==> src/rtl/acc_drain_ctrl.sv <==
// Drains FIFO_DEPTH rows from the ACC FIFO bank in lockstep and writes each
// registered row to consecutive GLB addresses, honouring GLB backpressure.
module acc_drain_ctrl #(
  parameter int PE_SIZE    = 4,
  parameter int DATA_WIDTH = 8,
  parameter int FIFO_DEPTH = 4,
  parameter int ADDR_WIDTH = 8
) (
  input  logic                          clk,
  input  logic                          rst_n,
  input  logic                          start_i,
  input  logic [ADDR_WIDTH-1:0]         base_addr_i,
  input  logic [DATA_WIDTH*PE_SIZE-1:0] acc_row_i,
  output logic [PE_SIZE-1:0]            rden_o,
  output logic                          glb_wren_o,
  input  logic                          glb_ready_i,
  output logic [ADDR_WIDTH-1:0]         glb_addr_o,
  output logic [DATA_WIDTH*PE_SIZE-1:0] glb_wdata_o,
  output logic                          busy_o,
  output logic                          done_o
);
  localparam int CW = $clog2(FIFO_DEPTH + 1);

  typedef enum logic [1:0] {IDLE, DRAIN, FLUSH, DONE} state_t;

  state_t                state;
  logic [CW-1:0]         row_cnt;
  logic [ADDR_WIDTH-1:0] base;
  logic                  pop;

  // A new row may enter the output register only when it is empty or being emptied.
  assign pop    = (state == DRAIN) && (!glb_wren_o || glb_ready_i);
  assign rden_o = {PE_SIZE{pop}};

  always_ff @(posedge clk) begin
    if (!rst_n) begin
      state       <= IDLE;
      row_cnt     <= '0;
      base        <= '0;
      glb_wren_o  <= 1'b0;
      glb_addr_o  <= '0;
      glb_wdata_o <= '0;
      busy_o      <= 1'b0;
      done_o      <= 1'b0;
    end else begin
      done_o <= 1'b0;

      if (pop) begin
        glb_wdata_o <= acc_row_i;
        glb_addr_o  <= base + ADDR_WIDTH'(row_cnt);
        glb_wren_o  <= 1'b1;
      end else if (glb_ready_i) begin
        glb_wren_o  <= 1'b0;
      end

      case (state)
        IDLE: begin
          if (start_i) begin
            base    <= base_addr_i;
            row_cnt <= '0;
            busy_o  <= 1'b1;
            state   <= DRAIN;
          end
        end
        DRAIN: begin
          if (pop) begin
            row_cnt <= row_cnt + CW'(1);
            if (row_cnt == CW'(FIFO_DEPTH - 1)) state <= FLUSH;
          end
        end
        FLUSH: begin
          if (glb_wren_o && glb_ready_i) begin
            done_o <= 1'b1;
            state  <= DONE;
          end
        end
        DONE: begin
          busy_o <= 1'b0;
          state  <= IDLE;
        end
        default: state <= IDLE;
      endcase
    end
  end
endmodule

==> config.mk <==
export PLATFORM = sky130hd
export DESIGN_NAME = acc_drain_ctrl
export DESIGN_NICKNAME = d
export VERILOG_FILES = /design/src/rtl/acc_drain_ctrl.sv
export SDC_FILE = /design/constraint.sdc
export NUM_CORES = 1
export LEC_CHECK = 0
export BUFFER_PORTS_ARGS = -buffer_cell sky130_fd_sc_hd__clkbuf_2
export CAP_MARGIN = 20
export CORE_UTILIZATION = 45
export DETAILED_ROUTE_END_ITERATION = 8
export PLACE_DENSITY = 0.83
export SYNTH_ARGS = -nofsm -noshare
export SYNTH_HDL_FRONTEND = slang
export SYNTH_SLANG_ARGS = --single-unit
==> constraint.sdc <==
create_clock -name clk -period 2.5 [get_ports clk]
set_clock_uncertainty 0.2 [all_clocks]
set_input_delay 0.125 -clock clk [delete_from_list [all_inputs] [get_ports clk]]
set_output_delay 0.125 -clock clk [all_outputs]
set_load 0.05 [all_outputs]
## Word level (Yosys, flattened, before mapping)

Index checks and enable logic that the tools add are counted.

- Register bits: 56
- Output and inout bits: 47
- Word-level logic and storage cells: 44
- Bits of input ports: 44

- Add/subtract/negate cells: 2
- Muxes and demuxes: 13
- Equal/unequal tests: 8
- Reduce and logical (&&, ||, !) cells: 13

Operator list:

| cell | count |
|---|---|
| 8-bit by 3-bit adder with 8-bit output | 1 |
| 2-bit 2-to-1 mux | 4 |
| 2-bit one-hot mux with 4 select lines | 1 |
| 3-bit 2-to-1 mux | 2 |
| 2-bit inequality test (second input constant) | 3 |
| 3-bit one-hot mux with 2 select lines | 1 |
| 2-bit AND reduction | 3 |
| 2-bit nonzero test | 3 |
| 2-bit equality test (second input constant) | 2 |
| 1-bit 2-to-1 mux | 4 |
| 4-bit AND reduction | 1 |
| 3-bit by 1-bit adder with 3-bit output (second input constant) | 1 |
| 3-bit by 2-bit equality test with 1-bit output (second input constant) | 1 |
| 3-bit AND reduction | 1 |
| 2-bit by 1-bit equality test with 1-bit output (second input constant) | 1 |
| 1-bit logical AND | 2 |
| 2-bit zero test | 1 |
| 2-bit by 1-bit inequality test with 1-bit output (second input constant) | 1 |
| 1-bit one-hot mux with 2 select lines | 1 |
| 1-bit zero test | 1 |
| 1-bit logical OR | 1 |

## Depth between registers and ports, before layout

Gate-level depths: netlist of the first run.

- Word-level depth: 5
- Depth in mapped cells: 7
- Mapped depth without buffers: 7

## Least setup slack after synthesis of the first run

No wires, ideal clock.

- Kind: register to register
- Start point: reg row_cnt[0]
- End point: reg glb_addr_o[6]
- Arrival time: 1.552 ns
- Buffers on the path: 0
- Stages on the path, launching flop included: 8
- Setup time: 0.086 ns
- Period minus slack after synthesis: 1.838 ns
- Data required time: 2.214 ns
- Path slack: 0.662 ns
- Cells stage by stage: dfxtp_1 -> ha_1 -> inv_1 -> fa_1 -> nor2b_1 -> o2111ai_1 -> xor2_1 -> a211oi_1

- Cells in the longest elaborated chain, start to end: 1

RTL lines:

| what | RTL line | source |
|---|---|---|
| from (decl) | 27 | `logic [CW-1:0] row_cnt;` |
| from (signal assigned) | 67 | `row_cnt <= row_cnt + CW'(1);` |
| 8-bit by 3-bit adder with 8-bit output | 50 | `glb_addr_o <= base + ADDR_WIDTH'(row_cnt);` |
| to (signal assigned) | 50 |  |
| to (decl) | 17 | `output logic [ADDR_WIDTH-1:0] glb_addr_o,` |

No other way between the ends.
A chain may end at the register's enable or synchronous reset.

## Final worst setup path of the first run

- Start point: reg state[1]
- End point: out rden_o[1]

- Cells in the longest elaborated chain, start to end: 2

RTL lines:

| what | RTL line | source |
|---|---|---|
| from (decl) | 26 | `state_t state;` |
| from (signal assigned) | 37 | `state <= IDLE;` |
| from (signal assigned) | 62 | `state <= DRAIN;` |
| from (signal assigned) | 68 | `if (row_cnt == CW'(FIFO_DEPTH - 1)) state <= FLUSH;` |
| 2-bit by 1-bit equality test with 1-bit output | 32 | `assign pop = (state == DRAIN) && (!glb_wren_o \|\| glb_ready_i);` |
| 1-bit logical AND | 32 |  |
| to (decl) | 14 | `output logic [PE_SIZE-1:0] rden_o,` |

No other way between the ends.

==> impl_results.rst, run 1 <==
.. list-table::
   :header-rows: 1

   * - Metric
     - Value
   * - Area share of the largest cell type after synthesis
     - 0.490
   * - Final weighted congestion in routability-driven placement
     - 0.781
   * - Startpoint type of the worst setup path
     - flop
   * - Total global-route track usage
     - 0.229
   * - Master of the slowest instance on the critical path
     - sky130_fd_sc_hd__dfxtp_1
   * - Max H-tree Level
     - 2
   * - Maximum number of pins on one net before global-route repair
     - 53
   * - TNS Setup
     - 0 ns
   * - Sequential area share after synthesis
     - 0.490
   * - Number of warnings printed during yosys synthesis
     - 0
   * - Number of buffers on the longest clock path
     - 2
   * - RSZ-0062 raised after global routing
     - no
   * - Fin. Hold Viols
     - 0
   * - Post-detailed-route via-to-cell ratio
     - 4.84
   * - Fin area
     - 3360 sq um
   * - Cell count after synthesis
     - 282
   * - Die Outline Area
     - 5370 sq um
   * - Async S/R FF share, synth
     - 0
   * - Portion of the clock cycle consumed by the worst path in the final layout
     - 0.884
   * - Number of nets in the final layout
     - 468
   * - Via count of the first global-routing pass
     - 2218
   * - MaxCap Viol Count
     - 0
   * - Worst skew pair latency
     - 0.31 ns
   * - Hold Path Depth
     - 3
   * - Core area
     - 4820 sq um
   * - Standard cell area after detailed placement
     - 2760 sq um
   * - Setup bufs post-CTS
     - 0
   * - R2R cell count
     - 6
   * - Initial standard-cell utilization of the core
     - 0.475
   * - Cell types with the largest area share after synthesis
     - sky130_fd_sc_hd__dfxtp_1 (49%), sky130_fd_sc_hd__nand2_1 (14%), sky130_fd_sc_hd__a21oi_1 (12%), sky130_fd_sc_hd__ha_1 (5.5%), sky130_fd_sc_hd__nand3_1 (2.4%)
   * - Post-synth design cell area
     - 2290 sq um
   * - Syn_area_per_cell
     - 8.12 sq um
   * - Critical Setup Path Class
     - flop to output port
   * - Total number of clock tree sinks
     - 56
   * - Initial antenna violation count
     - 0
   * - # rows
     - 25
   * - Antenna diodes
     - 0
   * - 1st-pass router iterations
     - 4
   * - Wire length of the first global-routing pass
     - 9340 um
   * - Layout cell share with drive strength beyond 1
     - 0.251
   * - Setup violation total in the final timing report
     - 0
   * - Final wirelength
     - 5890 um
   * - Leakage component of the power
     - 1.47 nW
   * - Min-Delay Path Class
     - primary input to flop
   * - Largest fanout of any net on the critical path
     - 30
   * - Capturing element type of the critical path
     - output port
   * - Cts-stage hold buffer count
     - 49
   * - Number of distinct library cell variants in the gate-level netlist after synthesis
     - 32
   * - DRC marker count from the first detailed-route iteration
     - 83
   * - Cell Chain, Critical Path
     - inv_1 -> ha_1 -> nand2_2 -> inv_2 -> buf_12 -> clkbuf_2
   * - Data arrival time at the worst-slack endpoint
     - 1.88 ns
   * - Clock Root Buffer
     - sky130_fd_sc_hd__clkbuf_8
   * - Power Density
     - 1070 nW/um^2
   * - Horizontal die dimension
     - 73.3 um
   * - Top achievable clock speed
     - 453 MHz
   * - Syn nets
     - 337
   * - EDFF count, synth
     - 0
   * - WP data required
     - 2.17 ns
   * - Clock slew at reported path FFs
     - 0.10 ns
   * - Height of the die
     - 73.3 um
   * - Growth of design area from synthesis to finish
     - 46.6%
   * - IR Drop Worst-Case VDD
     - 0.728 mV
   * - Worst-Margin Slew
     - 0.554 ns
   * - Number of gates resized after CTS
     - 0
   * - Count of port buffers added during placement
     - 90
   * - Number of flip-flops and latches in the synthesized netlist
     - 56
   * - Most used flip-flop cell after synthesis
     - sky130_fd_sc_hd__dfxtp_1
   * - Inserted Clock Buffers
     - 5
   * - Residual DRC count
     - 0
   * - Fin. max-slew vios
     - 0
   * - Post-layout min period
     - 2.21 ns
   * - Number of antenna-violating nets in the routed design
     - 0
   * - Max-Slew Margin vs Limit
     - 0.631
   * - Routed WL per cell
     - 12.2 um
   * - Vias
     - 2328
   * - Leading area contributor after synthesis
     - sky130_fd_sc_hd__dfxtp_1
   * - Overflow left after global routing
     - 0
   * - Status
     - complete, no violations
   * - CP peak stage delay
     - 0.34 ns
   * - IO Pins
     - 91
   * - TritonCTS clock tree
     - yes
   * - Half-perimeter wire length after detailed placement
     - 3510 um
[registers in the layout, summed over array words and instances, names as in the netlist]
| name | count |
|---|---|
| row_cnt | 3 |
| busy_o | 1 |
| glb_addr_o | 8 |
| glb_wren_o | 1 |
| state | 2 |
| glb_wdata_o | 32 |
| done_o | 1 |
| base | 8 |
[cell type report]
class	instances	area (sq um)
clock inverter	2	35.0
sequential	56	1120
tap	67	83.8
inverter	10	37.5
multi-input combinational	197	1020
clock buffer	6	72.6
timing repair buffer	143	983
fill	422	1460
[per-stage QoR]
step | setup WS (ns) | cells | hold WS [ns] | total power [mW] | util
2_1_floorplan | 0.662 | 282 | 0.0463 | 2.59 | -
3_3_place_gp | 0.607 | 424 | 0.148 | 2.89 | 0.572
3_5_place_dp | 0.535 | 424 | 0.152 | 2.93 | 0.572
4_1_cts | 0.295 | 481 | 0.00431 | 3.59 | 0.697
5_1_grt | 0.140 | 481 | 0.0214 | 3.81 | 0.697
6_report | 0.290 | 481 | 0.0160 | 3.58 | 0.697
[worst paths after layout]
path	startpoint	end	slack, ns
worst min-delay path	start_i	base[2]	0.02
worst min register to register	glb_wdata_o[0]	glb_wdata_o[0]	0.26
worst max register to register	state[0]	state[0]	0.49
worst max-delay path	state[1]	rden_o[1]	0.29
[where the power goes]
| group | internal [mW] | switching, mW | total, mW |
|---|---|---|---|
| Clock | 0.297 | 0.277 | 0.575 |
| Sequential | 1.10 | 0.127 | 1.23 |
| Combinational | 0.491 | 1.29 | 1.78 |
[metal layers]
metal	vias to the layer above	GRT usage	routed length, um
met4	0	0.103	165
met5	-	0	0
met3	13	0.0590	345
li1	1184	-	-
met1	1045	0.244	2450
met2	86	0.424	2930
[placed cells by master (no fill, tap or decap), types with 2 or more instances in the layout]
cell type,Yosys,layout
sky130_fd_sc_hd__inv_1,8,8
sky130_fd_sc_hd__clkbuf_2,0,90
sky130_fd_sc_hd__nand3_1,11,11
sky130_fd_sc_hd__buf_4,5,3
sky130_fd_sc_hd__nand2_1,83,83
sky130_fd_sc_hd__nor2_1,10,10
sky130_fd_sc_hd__xor2_1,2,2
sky130_fd_sc_hd__ha_1,10,10
sky130_fd_sc_hd__o21ai_0,4,4
sky130_fd_sc_hd__nand2b_1,2,2
sky130_fd_sc_hd__xnor2_1,4,4
sky130_fd_sc_hd__a211oi_1,2,2
sky130_fd_sc_hd__or3_1,2,2
sky130_fd_sc_hd__clkbuf_8,0,5
sky130_fd_sc_hd__dfxtp_1,56,56
sky130_fd_sc_hd__a21oi_1,54,54
sky130_fd_sc_hd__dlygate4sd3_1,0,49
[synthesized netlist by cell type, types with 2 or more instances]
| cell | instances |
|---|---|
| sky130_fd_sc_hd__nand2_1 | 83 |
| sky130_fd_sc_hd__dfxtp_1 | 56 |
| sky130_fd_sc_hd__a21oi_1 | 54 |
| sky130_fd_sc_hd__nand3_1 | 11 |
| sky130_fd_sc_hd__ha_1 | 10 |
| sky130_fd_sc_hd__nor2_1 | 10 |
| sky130_fd_sc_hd__buf_2 | 8 |
| sky130_fd_sc_hd__inv_1 | 8 |
| sky130_fd_sc_hd__buf_4 | 5 |
| sky130_fd_sc_hd__clkbuf_1 | 5 |
| sky130_fd_sc_hd__o21ai_0 | 4 |
| sky130_fd_sc_hd__xnor2_1 | 4 |
| sky130_fd_sc_hd__a211oi_1 | 2 |
| sky130_fd_sc_hd__nand2b_1 | 2 |
| sky130_fd_sc_hd__or3_1 | 2 |
| sky130_fd_sc_hd__xor2_1 | 2 |
[critical path: cells and delay by family (launching register included)]
family        cells  cell delay, ns
simple gates      1            0.08
flops             1            0.34
fa+ha+maj         1            0.27
buf+inv           4            0.85
[kinds of logic (layout without fill, tap and decap cells)]
| logic type | Yosys count | count (layout) | synth area share |
|---|---|---|---|
| simple gates | 113 | 113 | 0.203 |
| compound gates | 67 | 67 | 0.157 |
| flops | 56 | 56 | 0.490 |
| buf+inv | 29 | 161 | 0.0634 |
| fa+ha+maj | 11 | 11 | 0.0634 |
| xor+xnor | 6 | 6 | 0.0230 |
No activity file was read; power rests on OpenSTA's default activity.
==> inputs of run 2 (changes only) <==
==> constraint.sdc (replaced) <==
create_clock -name clk -period 2.5 [get_ports clk]
set_clock_uncertainty 0.2 [all_clocks]
set_input_delay 0.25 -clock clk [delete_from_list [all_inputs] [get_ports clk]]
set_output_delay 0.25 -clock clk [all_outputs]
set_load 0.05 [all_outputs]
==> impl_results.rst, run 2 (synthesis gave the netlist of run 1 again) <==
.. list-table::
   :header-rows: 1

   * - Metric
     - Value
   * - Height of the die
     - 73.3 um
   * - Final wirelength
     - 5920 um
   * - Residual DRC count
     - 0
   * - Final core area utilization
     - 0.679
   * - Worst r2r src
     - row_cnt[0]
   * - Uppermost metal layer occupied by signal nets
     - met4
   * - Register bank with the most flops
     - glb_wdata_o
   * - 1st-pass router iterations
     - 4
   * - IO Pins
     - 91
   * - TritonCTS clock tree
     - yes
   * - Clock Root Buffer
     - sky130_fd_sc_hd__clkbuf_8
   * - Setup violation total in the final timing report
     - 0
   * - MaxCap Viol Count
     - 0
   * - Total power
     - 3.54 mW
   * - Post-detailed-route via-to-cell ratio
     - 4.88
   * - Number of buffers on the longest clock path
     - 2
   * - Most used cells in the layout excluding fill and tap cells
     - sky130_fd_sc_hd__clkbuf_2 (90), sky130_fd_sc_hd__nand2_1 (83), sky130_fd_sc_hd__dfxtp_1 (56), sky130_fd_sc_hd__a21oi_1 (54), sky130_fd_sc_hd__dlygate4sd3_1 (41)
   * - Routed WL per cell
     - 12.5 um
   * - Largest fanout of any net on the critical path
     - 21
   * - IR Drop Worst-Case VDD
     - 0.813 mV
   * - Critical Setup Path Class
     - flop to output port
   * - Total stage count of the critical path
     - 5
   * - Setup slack at placement
     - 0.484 ns
   * - Total number of clock tree sinks
     - 56
   * - Clock slew at reported path FFs
     - 0.09 ns
   * - Buffer and inverter count on the worst path
     - 3
   * - Initial standard-cell utilization of the core
     - 0.475
   * - Max H-tree Level
     - 2
   * - Antenna diodes
     - 0
   * - Top achievable clock speed
     - 462 MHz
   * - Initial antenna violation count
     - 0
   * - # rows
     - 25
   * - Post-layout min period
     - 2.16 ns
   * - Metal3 WL
     - 314 um
   * - RSZ-0062 raised after global routing
     - no
   * - Worst skew pair latency
     - 0.30 ns
   * - Fill cell count
     - 415
   * - CP peak stage delay
     - 0.34 ns
   * - Maximum number of pins on one net before global-route repair
     - 39
   * - Critical path startpoint
     - state[1]
   * - Capture point of the critical path
     - rden_o[3]
   * - Final worst slack
     - 0.338 ns
   * - Layout cell share with drive strength beyond 1
     - 0.258
   * - WP data required
     - 2.05 ns
   * - Worst-Margin Slew
     - 0.400 ns
   * - R2R cell count
     - 7
   * - Via count of the first global-routing pass
     - 2146
   * - Master of the slowest instance on the critical path
     - sky130_fd_sc_hd__dfxtp_1
   * - Status
     - complete, no violations
   * - Number of nets in the final layout
     - 461
   * - Power Density
     - 1080 nW/um^2
   * - Half-perimeter wire length after detailed placement
     - 3620 um
   * - Count of port buffers added during placement
     - 90
   * - Largest register FFs
     - 32
   * - Core area
     - 4820 sq um
   * - Worst hold slack after final layout
     - 0.0357 ns
   * - Fin. Hold Viols
     - 0
   * - Fin. max-slew vios
     - 0
   * - Max-Slew Margin vs Limit
     - 0.733
   * - Top cell family by delay on the critical path
     - buffers and inverters
   * - Startpoint type of the worst setup path
     - flop
   * - Leakage component of the power
     - 1.44 nW
   * - Met1 layer wirelength in the final routing
     - 2390 um
   * - Vias
     - 2315
   * - Most common library cell in the layout ignoring fill and taps
     - sky130_fd_sc_hd__clkbuf_2
   * - Largest registers ranked by flip-flop count
     - glb_wdata_o: 32 flops, base: 8 flops, glb_addr_o: 8 flops
   * - Portion of the clock cycle consumed by the worst path in the final layout
     - 0.865
   * - DRC marker count from the first detailed-route iteration
     - 75
   * - Overflow left after global routing
     - 0
   * - Growth of design area from synthesis to finish
     - 42.9%
   * - Detailed route wirelength on metal2
     - 3130 um
   * - Total global-route track usage
     - 0.223
   * - Inserted Clock Buffers
     - 5
   * - Horizontal die dimension
     - 73.3 um
   * - Cell Chain, Critical Path
     - inv_1 -> ha_1 -> nand2_2 -> inv_2 -> clkbuf_2
   * - Worst r2r dst
     - glb_addr_o[6]
   * - Data arrival time at the worst-slack endpoint
     - 1.71 ns
   * - Die Outline Area
     - 5370 sq um
   * - Capturing element type of the critical path
     - output port
   * - Number of antenna-violating nets in the routed design
     - 0
   * - TNS Setup
     - 0 ns
   * - Setup slack of the most critical reg-to-reg path
     - 0.44 ns
   * - Final weighted congestion in routability-driven placement
     - 0.804
   * - Min-Delay Path Class
     - primary input to flop
   * - Wire length of the first global-routing pass
     - 9110 um
[run 2: what timing repair did]
item / in CTS / in global routing
endpoints found under the hold margin: 41 / 0
hold buffers: 41 / 0
resized for setup: 0 / 0
buffers inserted: 0 / 0
[run 2: how the worst min path moves through the flow]
stage	start	end	slack [ns]	cells past startpoint
after floorplan	rst_n	done_o	0.17	2
after global placement	glb_addr_o[2]	glb_addr_o[2]	0.24	2
after detailed placement	glb_wdata_o[0]	glb_wdata_o[0]	0.25	2
after CTS	rst_n	done_o	0.03	3
after global routing	rst_n	done_o	0.08	3
final	rst_n	done_o	0.04	3
[run 2: where the power goes]
group / internal, mW / switching, mW / leakage, nW / total (mW)
clock network: 0.297 / 0.274 / 0.0552 / 0.571
registers: 1.10 / 0.131 / 0.458 / 1.23
logic: 0.450 / 1.28 / 0.929 / 1.73
total: 1.85 / 1.69 / 1.44 / 3.54
[run 2: routing by layer]
metal  global-route usage  vias to the layer above
li1                     -                     1175
met1                0.223                     1053
met2                0.449                       80
met3               0.0316                        7
met4               0.0962                        0
met5                    0                        -
[run 2: worst reg2reg max path, cell delays in order, from the launching register on]
cell	delay, ns
sky130_fd_sc_hd__dfxtp_1	0.39
sky130_fd_sc_hd__ha_1	0.19
sky130_fd_sc_hd__inv_1	0.06
sky130_fd_sc_hd__fa_1	0.41
sky130_fd_sc_hd__nor2b_1	0.20
sky130_fd_sc_hd__o2111ai_1	0.14
sky130_fd_sc_hd__xor2_1	0.17
sky130_fd_sc_hd__a211oi_1	0.23
[run 2: area by class of cell]
| type | count | area (sq um) | area share |
|---|---|---|---|
| Multi-Input combinational cell | 197 | 1020 | 0.313 |
| Tap cell | 67 | 83.8 | 0.0256 |
| Clock inverter | 2 | 35.0 | 0.0107 |
| Inverter | 10 | 37.5 | 0.0115 |
| Clock buffer | 6 | 72.6 | 0.0222 |
| Timing Repair Buffer | 136 | 898 | 0.275 |
| Sequential cell | 56 | 1120 | 0.343 |
[run 2: through the flow]
| stage | cells | instance area, sq um |
|---|---|---|
| 6_report | 474 | 3270 |
| 5_1_grt | 474 | 3270 |
| 4_1_cts | 474 | 3270 |
| 3_5_place_dp | 425 | 2750 |
| 3_3_place_gp | 425 | 2750 |
| 2_1_floorplan | 282 | 2290 |
